File: src/rtl/nts_api_pkg.sv
// Shared definitions for the API arbiter: FSM encoding and read-latency bounds.
package nts_api_pkg;

    typedef enum logic [1:0] {
        ST_IDLE    = 2'd0,
        ST_ACCESS  = 2'd1,
        ST_WAIT    = 2'd2,
        ST_RESPOND = 2'd3
    } state_t;

    localparam int LAT_MIN = 1;
    localparam int LAT_MAX = 7;
    localparam int CNT_W   = 3;   // wide enough to hold LAT_MAX

endpackage

File: src/rtl/nts_rr_arbiter2.sv
// Two-way round-robin pick: a lone request wins; on contention the port not granted last wins.
module nts_rr_arbiter2 (
    input  logic [1:0] req,
    input  logic       last_gnt,
    output logic       gnt,
    output logic       vld
);

    assign vld = |req;
    assign gnt = (req == 2'b11) ? ~last_gnt : req[1];

endmodule

File: src/rtl/nts_api_arbiter.sv
// Arbitrates two requesters onto a single API decoder port; one transaction in flight at a time.
module nts_api_arbiter
    import nts_api_pkg::*;
#(
    parameter int READ_LATENCY = 1
) (
    input  logic        i_clk,
    input  logic        i_areset_n,
    input  logic        i_req0,
    input  logic        i_we0,
    input  logic [11:0] i_addr0,
    input  logic [31:0] i_wdata0,
    output logic        o_ack0,
    output logic [31:0] o_rdata0,
    input  logic        i_req1,
    input  logic        i_we1,
    input  logic [11:0] i_addr1,
    input  logic [31:0] i_wdata1,
    output logic        o_ack1,
    output logic [31:0] o_rdata1,
    output logic        o_api_cs,
    output logic        o_api_we,
    output logic [11:0] o_api_address,
    output logic [31:0] o_api_write_data,
    input  logic [31:0] i_api_read_data,
    output logic        o_busy
);

    state_t             state, state_nxt;
    logic               lat_we;
    logic [11:0]        lat_addr;
    logic [31:0]        lat_wdata;
    logic               gnt;
    logic               last_gnt;
    logic [CNT_W-1:0]   cnt;
    logic               arb_gnt, arb_vld;
    logic [31:0]        rdata0, rdata1;

    nts_rr_arbiter2 u_rr (
        .req      ({i_req1, i_req0}),
        .last_gnt (last_gnt),
        .gnt      (arb_gnt),
        .vld      (arb_vld)
    );

    always_ff @(posedge i_clk or negedge i_areset_n) begin
        if (!i_areset_n) state <= ST_IDLE;
        else             state <= state_nxt;
    end

    always_comb begin
        state_nxt = state;
        case (state)
            ST_IDLE:    if (arb_vld) state_nxt = ST_ACCESS;
            ST_ACCESS:  state_nxt = ST_WAIT;
            ST_WAIT:    if (cnt == CNT_W'(1)) state_nxt = ST_RESPOND;
            ST_RESPOND: state_nxt = ST_IDLE;
            default:    state_nxt = ST_IDLE;
        endcase
    end

    // Requests are only looked at in IDLE, so later field changes cannot disturb a latched access.
    always_ff @(posedge i_clk or negedge i_areset_n) begin
        if (!i_areset_n) begin
            lat_we    <= 1'b0;
            lat_addr  <= '0;
            lat_wdata <= '0;
            gnt       <= 1'b0;
            last_gnt  <= 1'b1;
            cnt       <= '0;
            rdata0    <= '0;
            rdata1    <= '0;
        end else begin
            case (state)
                ST_IDLE: if (arb_vld) begin
                    gnt       <= arb_gnt;
                    last_gnt  <= arb_gnt;
                    lat_we    <= arb_gnt ? i_we1    : i_we0;
                    lat_addr  <= arb_gnt ? i_addr1  : i_addr0;
                    lat_wdata <= arb_gnt ? i_wdata1 : i_wdata0;
                end
                ST_ACCESS: cnt <= CNT_W'(READ_LATENCY);
                ST_WAIT: begin
                    cnt <= cnt - CNT_W'(1);
                    if (cnt == CNT_W'(1)) begin
                        if (gnt) rdata1 <= i_api_read_data;
                        else     rdata0 <= i_api_read_data;
                    end
                end
                default: ;
            endcase
        end
    end

    assign o_api_cs         = (state == ST_ACCESS);
    assign o_api_we         = o_api_cs & lat_we;
    assign o_api_address    = o_api_cs ? lat_addr  : '0;
    assign o_api_write_data = o_api_cs ? lat_wdata : '0;
    assign o_ack0           = (state == ST_RESPOND) & ~gnt;
    assign o_ack1           = (state == ST_RESPOND) &  gnt;
    assign o_rdata0         = rdata0;
    assign o_rdata1         = rdata1;
    assign o_busy           = (state != ST_IDLE);

endmodule

File: config.mk
export PLATFORM = sky130hd
export DESIGN_NAME = nts_api_arbiter
export DESIGN_NICKNAME = d
export VERILOG_FILES = /design/src/rtl/nts_api_pkg.sv /design/src/rtl/nts_rr_arbiter2.sv /design/src/rtl/nts_api_arbiter.sv
export SDC_FILE = /design/constraint.sdc
export NUM_CORES = 1
export LEC_CHECK = 0
export ABC_AREA = 1
export CAP_MARGIN = 0
export CORE_ASPECT_RATIO = 0.9
export CORE_MARGIN = 10
export CORE_UTILIZATION = 49
export CTS_BUF_LIST = sky130_fd_sc_hd__clkbuf_4 sky130_fd_sc_hd__clkbuf_8
export DETAILED_ROUTE_END_ITERATION = 10
export PLACE_DENSITY = 0.91
export SLEW_MARGIN = 20
export SYNTH_ARGS = -nofsm -noshare
export SYNTH_HDL_FRONTEND = slang
export SYNTH_SLANG_ARGS = --single-unit
File: constraint.sdc
create_clock -name i_clk -period 2.69 [get_ports i_clk]
set_clock_uncertainty 0.05 [all_clocks]
set_input_delay 0.4035 -clock i_clk [delete_from_list [all_inputs] [get_ports i_clk]]
set_output_delay 0.4035 -clock i_clk [all_outputs]
set_load 0.05 [all_outputs]
== Word level (Yosys, flattened, before mapping) ==
Cells that the tools add are included.
W data, S select, Z words.
Storage, ports and cells
  word-level logic and storage cells: 40
  input port bits: 126
  register bits after elaboration: 116
  output and inout bits: 113
Operators by class
  muxes and demuxes: 10
  reductions and logical operators: 8
  $add $sub $neg: 1
  equal/unequal tests: 7
  bitwise logic cells: 5
Operator list (count)
  $mux W32: 2
  $mux W12: 2
  $pmux W2 S4: 1
  $eq A2 B2 Y1 const B: 3
  $pmux W3 S2: 1
  $reduce_and A3 Y1: 2
  $mux W2: 2
  $ne A2 B2 Y1 const B: 2
  $reduce_and A2 Y1: 2
  $reduce_bool A2 Y1: 2
  $and A1 B1 Y1: 3
  $eq A3 B1 Y1 const B: 1
  $sub A3 B1 Y3 const B: 1
  $eq A2 B1 Y1 const B: 1
  $logic_not A2 Y1: 1
  $mux W1: 2
  $not A1 Y1: 2
  $reduce_or A2 Y1: 1

== Longest topological paths before layout ==
  depth in word-level cells: 3
  gate-level depth with buffers: 8
  depth with buffers taken out: 7

== Cells and area by module ==
From an unflattened synthesis, not the netlist that was laid out.
Unflattened totals
  cell total of the unflattened synthesis: 729
  area, all modules: 5709.2 µm²
By module, submodules not included
  nts_api_arbiter: cells each 726, times used 1, sequential area each 2904.0 µm², area each 5694.2 µm²
  nts_rr_arbiter2: cells each 3, times used 1, sequential area each 0.0 µm², area each 15.0 µm²

== Worst setup path before layout ==
Ideal clock, no wire load.
  path type: register to output
  from: register state[1]
  to: output port o_api_address[10]
  arrival time: 1.871 ns
  stages on the path, launching flop included: 7
  data required time: 2.237 ns
  buffers on the path: 2
  path slack: 0.365 ns
  cells stage by stage: dfrtp_1 > inv_1 > ha_1 > buf_2 > clkbuf_1 > nand2_1 > inv_1
On the way
  cells in the longest elaborated chain, start to end: 2
Ends and longest elaborated chain
  start: declaration: RTL line nts_api_arbiter.sv:29  | state_t state, state_nxt;
  start signal: assignment: RTL line nts_api_arbiter.sv:48  | else state <= state_nxt;
  $eq A2 B1 Y1: RTL line nts_api_arbiter.sv:95  | assign o_api_cs = (state == ST_ACCESS);
  named net o_api_cs: RTL line nts_api_arbiter.sv:21  | output logic o_api_cs,
  $mux W12: RTL line nts_api_arbiter.sv:97  | assign o_api_address = o_api_cs ? lat_addr : '0;
  end: declaration: RTL line nts_api_arbiter.sv:23  | output logic [11:0] o_api_address,
The timed path passes the listed nets, and every way through them passes these cells.

== Worst setup path in the final report ==
  from: register state[0]
  to: output port o_busy
On the way
  cells in the longest elaborated chain, start to end: 1
Ends and longest elaborated chain
  $reduce_bool A2 Y1: RTL line nts_api_arbiter.sv:103  | assign o_busy = (state != ST_IDLE);
  end: declaration: RTL line nts_api_arbiter.sv:26  | output logic o_busy
No other way between the ends.

==> load_flow_metrics.sql <==
INSERT INTO impl_metrics (metric_group, metric, value, unit) VALUES
('outcome', 'outcome', 'finished clean', ''),
('finish', 'final_layout_size_suffix_gt1_share', '10.4', '%'),
('finish', 'total_non_filler_cell_area_in_the_finished_layout', '0.00940', 'mm^2'),
('synthesis', 'synth-edff-count', '0', ''),
('worst_setup_path', 'worstPathCellList', 'inv_1 -> ha_1 -> inv_2 -> clkdlybuf4s50_1', ''),
('synthesis', 'fraction_of_synthesis_flops_using_an_asynchronous_set_or_reset_pin', '100', '%'),
('sta', 'final_min_period_over_clock_period', '94.4', '%'),
('floorplanning', 'boundaryPins', '239', ''),
('sta', 'setup_viol', '0', ''),
('clock_tree', 'root_buffer', 'clkbuf_8', ''),
('synthesis', 'yosys-top-cells-area', 'dfrtp_1, nand2_1, inv_1, nand3_1, nand4_1', ''),
('sta', 'worst_slew_margin_relative_to_its_limit', '59.5', '%'),
('worst_setup_path', 'cp_data_required_time', '2240', 'ps'),
('power_and_ir_drop', 'clock_power_share', '14.4', '%'),
('clock_tree', 'clock_path_buffers', '2', ''),
('floorplanning', 'initial_utilization', '50.3', '%'),
('synthesis', 'yosysWarnings', '0', ''),
('finish', 'layout.filler_cells', '803', ''),
('synthesis', 'syn-cell-area', '0.00607', 'mm^2'),
('floorplanning', 'fp.coreArea', '0.0121', 'mm^2'),
('worst_setup_path', 'worst_path_max_delay_cell', 'clkdlybuf4s50_1', ''),
('worst_setup_path', 'cp_slowest_stage_delay', '840', 'ps'),
('finish', 'fin_cells', '1215', ''),
('clock_tree', 'cts.repair_timing.setup_buffer_count', '0', ''),
('finish', 'seqCellArea', '0.00290', 'mm^2'),
('detailed_routing', 'routed_wirelength', '20.4', 'mm'),
('worst_setup_path', 'critical_path.endpoint_type', 'output pin', ''),
('placement', 'gp_routability_congestion', '0.861', ''),
('clock_tree', 'number_of_buffers_added_by_the_clock_tree_synthesis_step', '17', ''),
('synthesis', 'synthesis.area_per_instance', '7.39', 'um^2'),
('worst_setup_path', 'crit_buf_inv', '3', ''),
('sta', 'rsz0062_at_grt', 'no', ''),
('worst_setup_path', 'classification_of_the_worst_setup_path', 'flip-flop to output pin', ''),
('sta', 'layout_setup_ws', '151', 'ps'),
('placement', 'dpl.hpwl', '14.5', 'mm'),
('floorplanning', 'die_area', '0.0173', 'mm^2'),
('sta', 'fin_tns_setup', '0', 'ps'),
('worst_setup_path', 'worst_setup_path_start_kind', 'flip-flop', ''),
('synthesis', 'synthDistinctLibCells', '22', ''),
('power_and_ir_drop', 'sequentialPowerShare', '24.3', '%'),
('sta', 'max_slew.worst_pin.slew', '608', 'ps'),
('worst_setup_path', 'path_delay_family', 'buffers and inverters', ''),
('power_and_ir_drop', 'p_per_area', '1370', 'mW/mm^2'),
('synthesis', 'synthesis.instances', '822', ''),
('min_path', 'worst_hold_path_type', 'flip-flop to flip-flop', ''),
('detailed_routing', 'post-route-drc-count', '0', ''),
('worst_setup_path', 'timing.critical_path.arrival', '2090', 'ps'),
('finish', 'layout.cells.most_common_list', 'nand2_1, clkdlybuf4s50_1, inv_1', ''),
('power_and_ir_drop', 'p_int', '6.38', 'mW'),
('global_routing', 'globalRoute.totalOverflow', '0', ''),
('placement', 'dp_worst_setup_slack', '596', 'ps'),
('worst_setup_path', 'crit_path_max_fanout', '4', ''),
('detailed_routing', 'antenna_violating_nets_post_route', '0', ''),
('finish', 'diodes', '0', ''),
('synthesis', 'synth_flop_cell', 'dfrtp_1', ''),
('detailed_routing', 'drt_iter0_drc', '528', ''),
('finish', 'multiInputGateArea', '0.00227', 'mm^2'),
('power_and_ir_drop', 'sw_frac_of_total', '50.5', '%'),
('sta', 'finalHoldWorstSlack', '423', 'ps'),
('detailed_routing', 'detail_route.wl_per_cell', '16.8', 'um'),
('clock_tree', 'clock_sinks', '116', ''),
('clock_tree', 'h-tree-depth', '4', ''),
('synthesis', 'ys_seq_area_share', '47.8', '%'),
('power_and_ir_drop', 'static-leakage-power', '5.09', 'nW'),
('floorplanning', 'row_count', '38', ''),
('floorplanning', 'die_h', '126', 'um'),
('global_routing', 'grt_pass1_vias', '6044', ''),
('finish', 'finalNetCount', '1175', ''),
('floorplanning', 'die_x', '137', 'um'),
('detailed_routing', 'drt_pre_antenna_iters', '7', ''),
('sta', 'fin_crit', '2540', 'ps');
worst paths after layout:
path	start	to	slack, ps	cells after the start
worst min register to register	o_rdata0[2]$_DFFE_PN0P_	o_rdata0[2]$_DFFE_PN0P_	420	2
max in group asynchronous	i_areset_n	o_rdata1[23]$_DFFE_PN0P_	1400	3
worst min-delay path	o_rdata0[2]$_DFFE_PN0P_	o_rdata0[2]$_DFFE_PN0P_	420	2
worst max-delay path	state[0]$_DFFE_PN0P_	o_busy	150	4
worst max register to register	state[0]$_DFFE_PN0P_	lat_wdata[30]$_DFFE_PN0P_	770	7
min in group asynchronous	i_areset_n	lat_addr[0]$_DFFE_PN0P_	480	2
through the flow:
stage | util (%) | total power [mW]
6_report | 77.8 | 12.9
5_1_grt | 77.8 | 13.6
4_1_cts | 77.8 | 12.9
3_5_place_dp | 74.0 | 11.0
3_3_place_gp | 74.0 | 10.8
2_1_floorplan | - | 8.10
sequential cells by signal, summed over array words and instances, names as in the netlist:
register   count
lat_addr      12
cnt            3
last_gnt       1
state          2
lat_wdata     32
gnt            1
o_rdata0      32
o_rdata1      32
lat_we         1
worst reg2reg max path, stage by stage, from the launching register on:
cell and delay [ps]:
dfrtp_1 420, inv_1 120, ha_1 210, inv_2 60
nor2_4 270, buf_4 430, nand3_1 180, nand2_1 100
cells by family (layout without fill, tap and decap cells):
kind of cell	after synthesis	count (layout)	synth area share, %
compound gates	5	5	0.412
buf+inv	203	436	14.8
fa+ha+maj	7	7	1.44
simple gates	491	491	35.5
flops	116	116	47.8
layout make-up:
cell class                 count  share of cell area, %
tap                          160                   2.13
multi-input combinational    503                   24.2
clock inverter                15                   2.29
timing repair buffer         257                   32.1
clock buffer                  17                   2.49
inverter                     147                   5.87
sequential                   116                   30.9
layer usage:
layer | global-route usage, % | wire [um] | vias up
li1 | - | - | 2955
met2 | 40.6 | 10800 | 246
met5 | 0 | 0 | -
met4 | 10.5 | 718 | 0
met1 | 26.7 | 7560 | 2943
met3 | 4.97 | 1380 | 45
synth_stat cells, types with 3 or more instances:
master and instances:
buf_4 16, nand2_1 323, buf_2 26, buf_6 6, o21ai_0 4, nand4_1 64
inv_1 144, nor2_1 3, inv_2 3, nand3_1 94, ha_1 7, clkbuf_1 5
dfrtp_1 115
power by group through the flow:
stage	sequential, mW	combinational (mW)	clock, mW
6_report	3.13	7.90	1.85
5_1_grt	3.23	8.41	1.95
4_1_cts	3.12	7.95	1.87
3_5_place_dp	3.14	7.90	0
3_3_place_gp	3.10	7.73	0
2_1_floorplan	4.74	3.36	0
repair_timing:
action	CTS	global route
setup endpoints to repair	0	0
hold buffers	1	0
hold endpoints to repair	41	0
Note: power is estimated with default switching activity, not from simulation.
